$ cat src/rtl/lut_coord_unpack.sv
// Unpacks rectification LUT words into clamped source coordinates tagged with raster position,
// checks frame framing against ltlast and presents them through a two-entry skid buffer.
module lut_coord_unpack #(
    parameter  int IMG_W  = 640,
    parameter  int IMG_H  = 480,
    parameter  int XI_W   = 11,
    parameter  int YI_W   = 11,
    parameter  int F_W    = 5,
    localparam int DATA_W = 2*F_W + XI_W + YI_W
) (
    input  logic              clk,
    input  logic              rst,
    input  logic              ltvalid,
    input  logic [DATA_W-1:0] ltdata,
    input  logic              ltlast,
    output logic              ltready,
    output logic              cvalid,
    input  logic              cready,
    output logic [XI_W-1:0]   cx,
    output logic [F_W-1:0]    cfx,
    output logic [YI_W-1:0]   cy,
    output logic [F_W-1:0]    cfy,
    output logic              coob,
    output logic              clast_line,
    output logic              clast_frame,
    output logic              err_last,
    output logic              frame_done
);

    localparam int COL_W = (IMG_W > 1) ? $clog2(IMG_W) : 1;
    localparam int ROW_W = (IMG_H > 1) ? $clog2(IMG_H) : 1;
    localparam logic [XI_W-1:0]  X_MAX    = XI_W'(IMG_W - 1);
    localparam logic [YI_W-1:0]  Y_MAX    = YI_W'(IMG_H - 1);
    localparam logic [COL_W-1:0] COL_LAST = COL_W'(IMG_W - 1);
    localparam logic [ROW_W-1:0] ROW_LAST = ROW_W'(IMG_H - 1);

    typedef struct packed {
        logic [XI_W-1:0] x;
        logic [F_W-1:0]  fx;
        logic [YI_W-1:0] y;
        logic [F_W-1:0]  fy;
        logic            oob;
        logic            last_line;
        logic            last_frame;
    } beat_t;

    logic [XI_W-1:0]  x_int;
    logic [F_W-1:0]   x_frac;
    logic [YI_W-1:0]  y_int;
    logic [F_W-1:0]   y_frac;
    logic [COL_W-1:0] col;
    logic [ROW_W-1:0] row;
    logic             at_eol, frame_end, early_last, x_oob, y_oob;
    logic             accept, xfer;
    beat_t            in_beat, or_q, or_n, sr_q, sr_n;
    logic             or_v, or_v_n, sr_v, sr_v_n;

    assign {x_int, x_frac, y_int, y_frac} = ltdata;

    assign accept     = ltvalid & ltready;
    assign xfer       = or_v & cready;
    assign at_eol     = (col == COL_LAST);
    assign frame_end  = at_eol & (row == ROW_LAST);
    assign early_last = ltlast & ~frame_end;
    assign x_oob      = (x_int > X_MAX);
    assign y_oob      = (y_int > Y_MAX);

    // NOTE: every signal written in always_comb gets a default first, so no path can infer a latch.
    always_comb begin
        in_beat            = '0;
        in_beat.x          = x_oob ? X_MAX : x_int;
        in_beat.fx         = x_oob ? '0 : x_frac;
        in_beat.y          = y_oob ? Y_MAX : y_int;
        in_beat.fy         = y_oob ? '0 : y_frac;
        in_beat.oob        = x_oob | y_oob;
        // An early ltlast closes the line and frame on this beat so downstream resynchronises too.
        in_beat.last_line  = at_eol | early_last;
        in_beat.last_frame = frame_end | early_last;
    end

    // NOTE: sequential state is assigned with <= so every flop samples pre-edge values.
    always_ff @(posedge clk) begin
        if (rst) begin
            col      <= '0;
            row      <= '0;
            err_last <= 1'b0;
        end else if (accept) begin
            if (ltlast | frame_end) begin
                col <= '0;
                row <= '0;
            end else if (at_eol) begin
                col <= '0;
                row <= row + ROW_W'(1);
            end else begin
                col <= col + COL_W'(1);
            end
            if (ltlast ^ frame_end)
                err_last <= 1'b1;
        end
    end

    // Skid buffer: SR only ever fills while OR is stalled, and empties into OR on the next transfer.
    always_comb begin
        or_n   = or_q;
        or_v_n = or_v;
        sr_n   = sr_q;
        sr_v_n = sr_v;
        if (xfer) begin
            if (sr_v) begin
                or_n   = sr_q;
                sr_v_n = 1'b0;
            end else if (accept) begin
                or_n = in_beat;
            end else begin
                or_v_n = 1'b0;
            end
        end else if (accept) begin
            if (!or_v) begin
                or_n   = in_beat;
                or_v_n = 1'b1;
            end else begin
                sr_n   = in_beat;
                sr_v_n = 1'b1;
            end
        end
    end

    always_ff @(posedge clk) begin
        if (rst) begin
            or_v    <= 1'b0;
            sr_v    <= 1'b0;
            or_q    <= '0;
            ltready <= 1'b0;
        end else begin
            or_v    <= or_v_n;
            sr_v    <= sr_v_n;
            or_q    <= or_n;
            ltready <= ~sr_v_n;
        end
    end

    // NOTE: the skid payload is never observed without sr_v, so it needs no reset.
    always_ff @(posedge clk) begin
        sr_q <= sr_n;
    end

    assign cvalid      = or_v;
    assign cx          = or_q.x;
    assign cfx         = or_q.fx;
    assign cy          = or_q.y;
    assign cfy         = or_q.fy;
    assign coob        = or_q.oob;
    assign clast_line  = or_q.last_line;
    assign clast_frame = or_q.last_frame;
    assign frame_done  = or_v & cready & or_q.last_frame;

endmodule

$ cat config.mk
export PLATFORM = sky130hd
export DESIGN_NAME = lut_coord_unpack
export DESIGN_NICKNAME = d
export VERILOG_FILES = /design/src/rtl/lut_coord_unpack.sv
export SDC_FILE = /design/constraint.sdc
export NUM_CORES = 1
export LEC_CHECK = 0
export BUFFER_PORTS_ARGS = -buffer_cell sky130_fd_sc_hd__buf_2
export CAP_MARGIN = 15
export CORE_MARGIN = 2
export CORE_UTILIZATION = 50
export CTS_CLUSTER_DIAMETER = 30
export CTS_CLUSTER_SIZE = 14
export DETAILED_ROUTE_END_ITERATION = 6
export HOLD_SLACK_MARGIN = 0.12
export PLACE_DENSITY_LB_ADDON = 0.25
export SLEW_MARGIN = 20
export SYNTH_ARGS = -nofsm -noshare
export SYNTH_HDL_FRONTEND = slang
export SYNTH_SLANG_ARGS = --single-unit
$ cat constraint.sdc
create_clock -name clk -period 2.7 [get_ports clk]
set_input_delay 0.54 -clock clk [delete_from_list [all_inputs] [get_ports clk]]
set_output_delay 0.54 -clock clk [all_outputs]
set_load 0.05 [all_outputs]
## Word-level counts from Yosys, hierarchy flattened

Index checks and enable logic that the tools add are counted.

| storage, ports and cells | value |
|---|---|
| register bits | 93 |
| bits in latches | 0 |
| bits in writable memories | 0 |
| ROM bits | 0 |
| memories kept | 0 |

| operators by class | value |
|---|---|
| add/subtract/negate cells | 2 |
| $mul | 0 |
| div/mod/pow operators | 0 |
| magnitude comparators | 2 |
| equality and inequality tests | 5 |
| shift-type cells | 0 |
| muxes and demuxes | 20 |
| bitwise gates (word level) | 13 |
| reduce and logical (&&, ||, !) cells | 8 |

Operators with widths:

| kind | count |
|---|---|
| $mux W35 | 5 |
| $mux W11 | 2 |
| $mux W10 | 2 |
| $mux W9 | 2 |
| $gt A11 B10 Y1 const B | 1 |
| $gt A11 B9 Y1 const B | 1 |
| $add A10 B1 Y10 const B | 1 |
| $eq A10 B10 Y1 const B | 1 |
| $mux W5 | 2 |
| $add A9 B1 Y9 const B | 1 |
| $eq A9 B9 Y1 const B | 1 |
| $reduce_and A3 Y1 | 3 |
| $mux W1 | 7 |
| $ne A2 B2 Y1 const B | 3 |
| $reduce_bool A2 Y1 | 3 |
| $and A1 B1 Y1 | 5 |
| $or A1 B1 Y1 | 4 |
| $reduce_and A2 Y1 | 2 |
| $not A1 Y1 | 3 |
| $xor A1 B1 Y1 | 1 |

## Depth between registers and ports, before layout

| logic depth | value |
|---|---|
| depth in word-level cells | 8 |
| gate-level depth with buffers | 9 |

## Worst setup path after synthesis

Ideal clock, no wire load.

| timing | value |
|---|---|
| kind | register -> register |
| start | reg ltready |
| end | reg sr_q[0] in the netlist's numbering, enable pin |
| setup time | 0.395 ns |
| arrival | 2.115 ns |
| data required time | 2.305 ns |
| path slack | 0.189 ns |
| cell stages (with the launch flop) | 4 |
| path buffers | 1 |
| clock period less this slack | 2.511 ns |
| cells stage by stage | dfxtp_1 -> and2_1 -> clkbuf_1 -> and2_1 |

| on the way | value |
|---|---|
| cells in the longest elaborated chain, start to end | 2 |

RTL lines:

| item | RTL line | source |
|---|---|---|
| start, declared | 16 | `output logic ltready,` |
| start signal, assigned | 138 | `ltready <= ~sr_v_n;` |
| $and A1 B1 Y1 | 60 | `assign accept = ltvalid & ltready;` |
| $reduce_and A3 Y1 (no source line) | n/a |  |
| end signal, assigned | 144 | `sr_q <= sr_n;` |
| end, declared | 55 | `beat_t in_beat, or_q, or_n, sr_q, sr_n;` |

No other way between the ends.
A chain may end at the register's enable or synchronous reset.

## Worst setup path in the final report

| timing | value |
|---|---|
| start | reg col[0] |
| end | reg row[2] |

| on the way | value |
|---|---|
| cells in the longest elaborated chain, start to end | 5 |
| elaborated cells between the ends (all ways) | 6 |
| those cells by class | eq/ne (1); mux (1); bitwise (2); reduce/logical (2) |

RTL lines:

| item | RTL line | source |
|---|---|---|
| start, declared | 51 | `logic [COL_W-1:0] col;` |
| start signal, assigned | 95 | `col <= col + COL_W'(1);` |
| $eq A10 B10 Y1 (*) | 62 | `assign at_eol = (col == COL_LAST);` |
| $and A1 B1 Y1 | 63 | `assign frame_end = at_eol & (row == ROW_LAST);` |
| $or A1 B1 Y1 | 88 | `if (ltlast \| frame_end) begin` |
| $reduce_bool A2 Y1 (no source line) | n/a |  |
| $reduce_and A2 Y1 (no source line) | n/a |  |
| end signal, assigned | 93 | `row <= row + ROW_W'(1);` |
| end, declared | 52 | `logic [ROW_W-1:0] row;` |

Every way passes the cells marked *; elsewhere a longest branch is shown, timed or not.

==> flow_summary.json <==
{
  "synth_most_common_cell": "dfxtp_1",
  "crit_family": "simple AND/OR/NAND/NOR gates",
  "final_hold_viol_count": 0,
  "area_growth_pct": 18.1,
  "critPathCaptureType": "register",
  "clock_sinks": 93,
  "clock_path_buffers": 2,
  "run_status": "complete, no violations",
  "cts-hold-fix-buffers": 0,
  "synth-async-reset-ratio_pct": 0,
  "clock_latency_ns": 0.35,
  "syn_inst": 399,
  "numCtsBuffers": 9,
  "drive_above_1_share_pct": 24.9,
  "synth_cell_type_count": 52,
  "drt-total-wl_um": 9030,
  "synth_top_cell_by_area": "dfxtp_1",
  "p_leak_nw": 1.87,
  "p_per_area_nw_per_um2": 594,
  "setup_viol": 0,
  "critPathRequiredTime_ns": 2.95,
  "regToRegStartpoint": "col[0]",
  "yosys_warnings": 0,
  "ys_ff_latch": 93,
  "grt_use_met2_pct": 33.9,
  "coreArea_um2": 7690,
  "drt_iter0_drc": 225,
  "via_count": 3299,
  "hp-start": "rst",
  "path_buf_inv": 1,
  "cp-startpoint": "col[0]",
  "max_stage_delay_ns": 0.54,
  "grt_overflow": 0,
  "layout.cells.non_filler": 584,
  "syn_area_um2": 3960,
  "grt_pass1_wl_um": 14900,
  "antenna_found_initial": 0,
  "viasPerCell": 5.65,
  "drc": 0,
  "dp.cells": 568,
  "slew_viol_final": 0,
  "root_buffer": "clkbuf_8",
  "worstHoldPathCells": 2,
  "max_slew.worst_pin.slew_ns": 0.802,
  "synth_area_leaders": "dfxtp_1, edfxtp_1, a21oi_1",
  "cts_tree": "done",
  "hold_end": "cy[7]",
  "slew_headroom_pct": 46.5,
  "crit_type": "register to register",
  "drv_cap": 0,
  "syn_area_per_cell_um2": 9.93,
  "arrival_ns": 2.85,
  "clock.fmax_ghz": 0.385,
  "period_needed_ns": 2.60,
  "drt-pass1-iter-count": 5,
  "clk_pin_slew_worst_paths_ns": 0.09,
  "yosysTopAreaCellShare_pct": 29.3,
  "crit_chain": "ha_2 -> and4bb_2 -> nand3_1 -> or4_1 -> ha_2 -> inv_1 -> o21ai_0 -> o211a_1 -> a41o_1",
  "initial_core_util_pct": 51.6,
  "synth-main-ff-cell": "dfxtp_1",
  "grt_pass1_vias": 3095,
  "fin_crit_sh_pct": 96.2,
  "whs_ns": 0.409,
  "synth_common_cells": "dfxtp_1, edfxtp_1, a21oi_1, nand2_1, nor2_1",
  "critPathSlowestCell": "or4_1",
  "grt_max_degree": 37,
  "gp_congestion": 0.875,
  "ys_seq_area_share_pct": 55.8,
  "grt.busiest_layer": "met2",
  "grt_usage_pct": 21.6,
  "irDropWorstVdd_uv": 324,
  "grt_util_met1_pct": 29.8,
  "die_x_um": 93.0,
  "hp-class": "primary input to register",
  "worstPathMaxFanout": 8,
  "finClkSkew_ns": 0.00605,
  "final_nets": 518,
  "final_util_pct": 60.9,
  "r2r_slack_ns": 0.10,
  "use_met3_pct": 4.75,
  "rsz0062_at_grt": "no",
  "ctsHtreeMaxLevel": 3,
  "drtAntennaViolNets": 0,
  "n_fill_cell": 699,
  "port-buffer-count": 75,
  "ios": 76,
  "synth_edf_count": 35,
  "post-dp-hpwl_um": 6230,
  "rows": 32,
  "die-area_um2": 8660,
  "die_height_um": 93.0,
  "fin_setup_tns_ns": 0,
  "diodes": 0,
  "reg2reg_depth": 9,
  "wl_per_cell_um": 15.5,
  "critical_path.most_common_cell": "ha_2",
  "rr_endpoint": "row[2]",
  "startpoint_type": "register"
}
==> cell type report <==
class	instances	area [um^2]	share of cell area (%)
Sequential cell	93	2210	47.2
Inverter	14	52.6	1.12
Timing Repair Buffer	88	485	10.4
Multi-Input combinational cell	271	1620	34.6
Clock buffer	12	165	3.53
Tap cell	102	128	2.73
Clock inverter	4	21.3	0.454
==> stage by stage <==
step | instance area [um^2] | setup WS, ns | power (W)
2_1_floorplan | 3970 | 0.189 | 0.00182
3_3_place_gp | 4490 | 0.147 | 0.00194
3_5_place_dp | 4490 | 0.0638 | 0.00194
4_1_cts | 4680 | 0.0430 | 0.00280
5_1_grt | 4680 | 0.00213 | 0.00289
6_report | 4680 | 0.102 | 0.00278
==> power breakdown <==
| group | leakage [nW] | internal (W) | switching, W |
|---|---|---|---|
| Sequential | 0.799 | 0.00150 | 0.0000262 |
| Clock | 0.0958 | 0.000405 | 0.000463 |
| Combinational | 0.973 | 0.000112 | 0.000276 |
| Total | 1.87 | 0.00201 | 0.000765 |
==> state kept, by name (all words and copies together), names as in the netlist <==
name / cells
sr_q: 35
cx: 11
cy: 11
col: 10
row: 9
cfx: 5
cfy: 5
clast_frame: 1
clast_line: 1
coob: 1
cvalid: 1
err_last: 1
ltready: 1
sr_v: 1
==> layer usage <==
metal,share of wire [%],vias up
met4,1.4,0
met5,0,-
li1,-,1604
met3,6.6,12
met1,45,1571
met2,47,112
==> how the worst max path moves through the flow <==
stage	to	slack, ns	cells after the start
global route	row[2]	0.002	9
global placement	row[2]	0.15	9
finish	row[2]	0.10	9
detailed placement	row[2]	0.06	9
floorplan	sr_q[0]	0.19	3
CTS	row[2]	0.04	9
==> cell families (layout without fill, tap and decap cells) <==
| group | after synthesis | in the layout | share of synthesized area (%) |
|---|---|---|---|
| other | 1 | 3 | 0.0946 |
| DFF | 93 | 93 | 55.8 |
| buffers and inverters | 37 | 118 | 3.85 |
| xor gates and xnor gates | 9 | 9 | 1.99 |
| adders and majority gates | 4 | 4 | 1.26 |
| muxes | 2 | 2 | 0.505 |
| AOI/OAI and AO/OA | 101 | 101 | 17.1 |
| and+or+nand+nor | 152 | 152 | 19.4 |
==> repair_timing <==
item / CTS / global route
gates resized for setup: 0 / 2
buffers inserted: 0 / 0
endpoints found under the setup margin: 0 / 4
==> placed cells by master, fill, tap and decap left out, types with 5 or more instances in the layout <==
cell | Yosys | final
inv_1 | 13 | 13
nor2_1 | 32 | 32
edfxtp_1 | 35 | 35
a31o_2 | 5 | 5
dfxtp_1 | 58 | 58
nand2_1 | 34 | 34
and2_1 | 12 | 11
nor3_1 | 14 | 14
buf_4 | 0 | 12
a32o_1 | 6 | 6
o21ai_0 | 21 | 21
xnor2_1 | 5 | 5
a21oi_1 | 34 | 34
buf_2 | 5 | 75
clkbuf_8 | 0 | 12
o32ai_1 | 7 | 7
nand4_1 | 8 | 8
and3_1 | 8 | 8
a311oi_1 | 5 | 5
nand3_1 | 17 | 16
nand2b_1 | 10 | 10
Note: power is estimated with default switching activity, not from simulation.
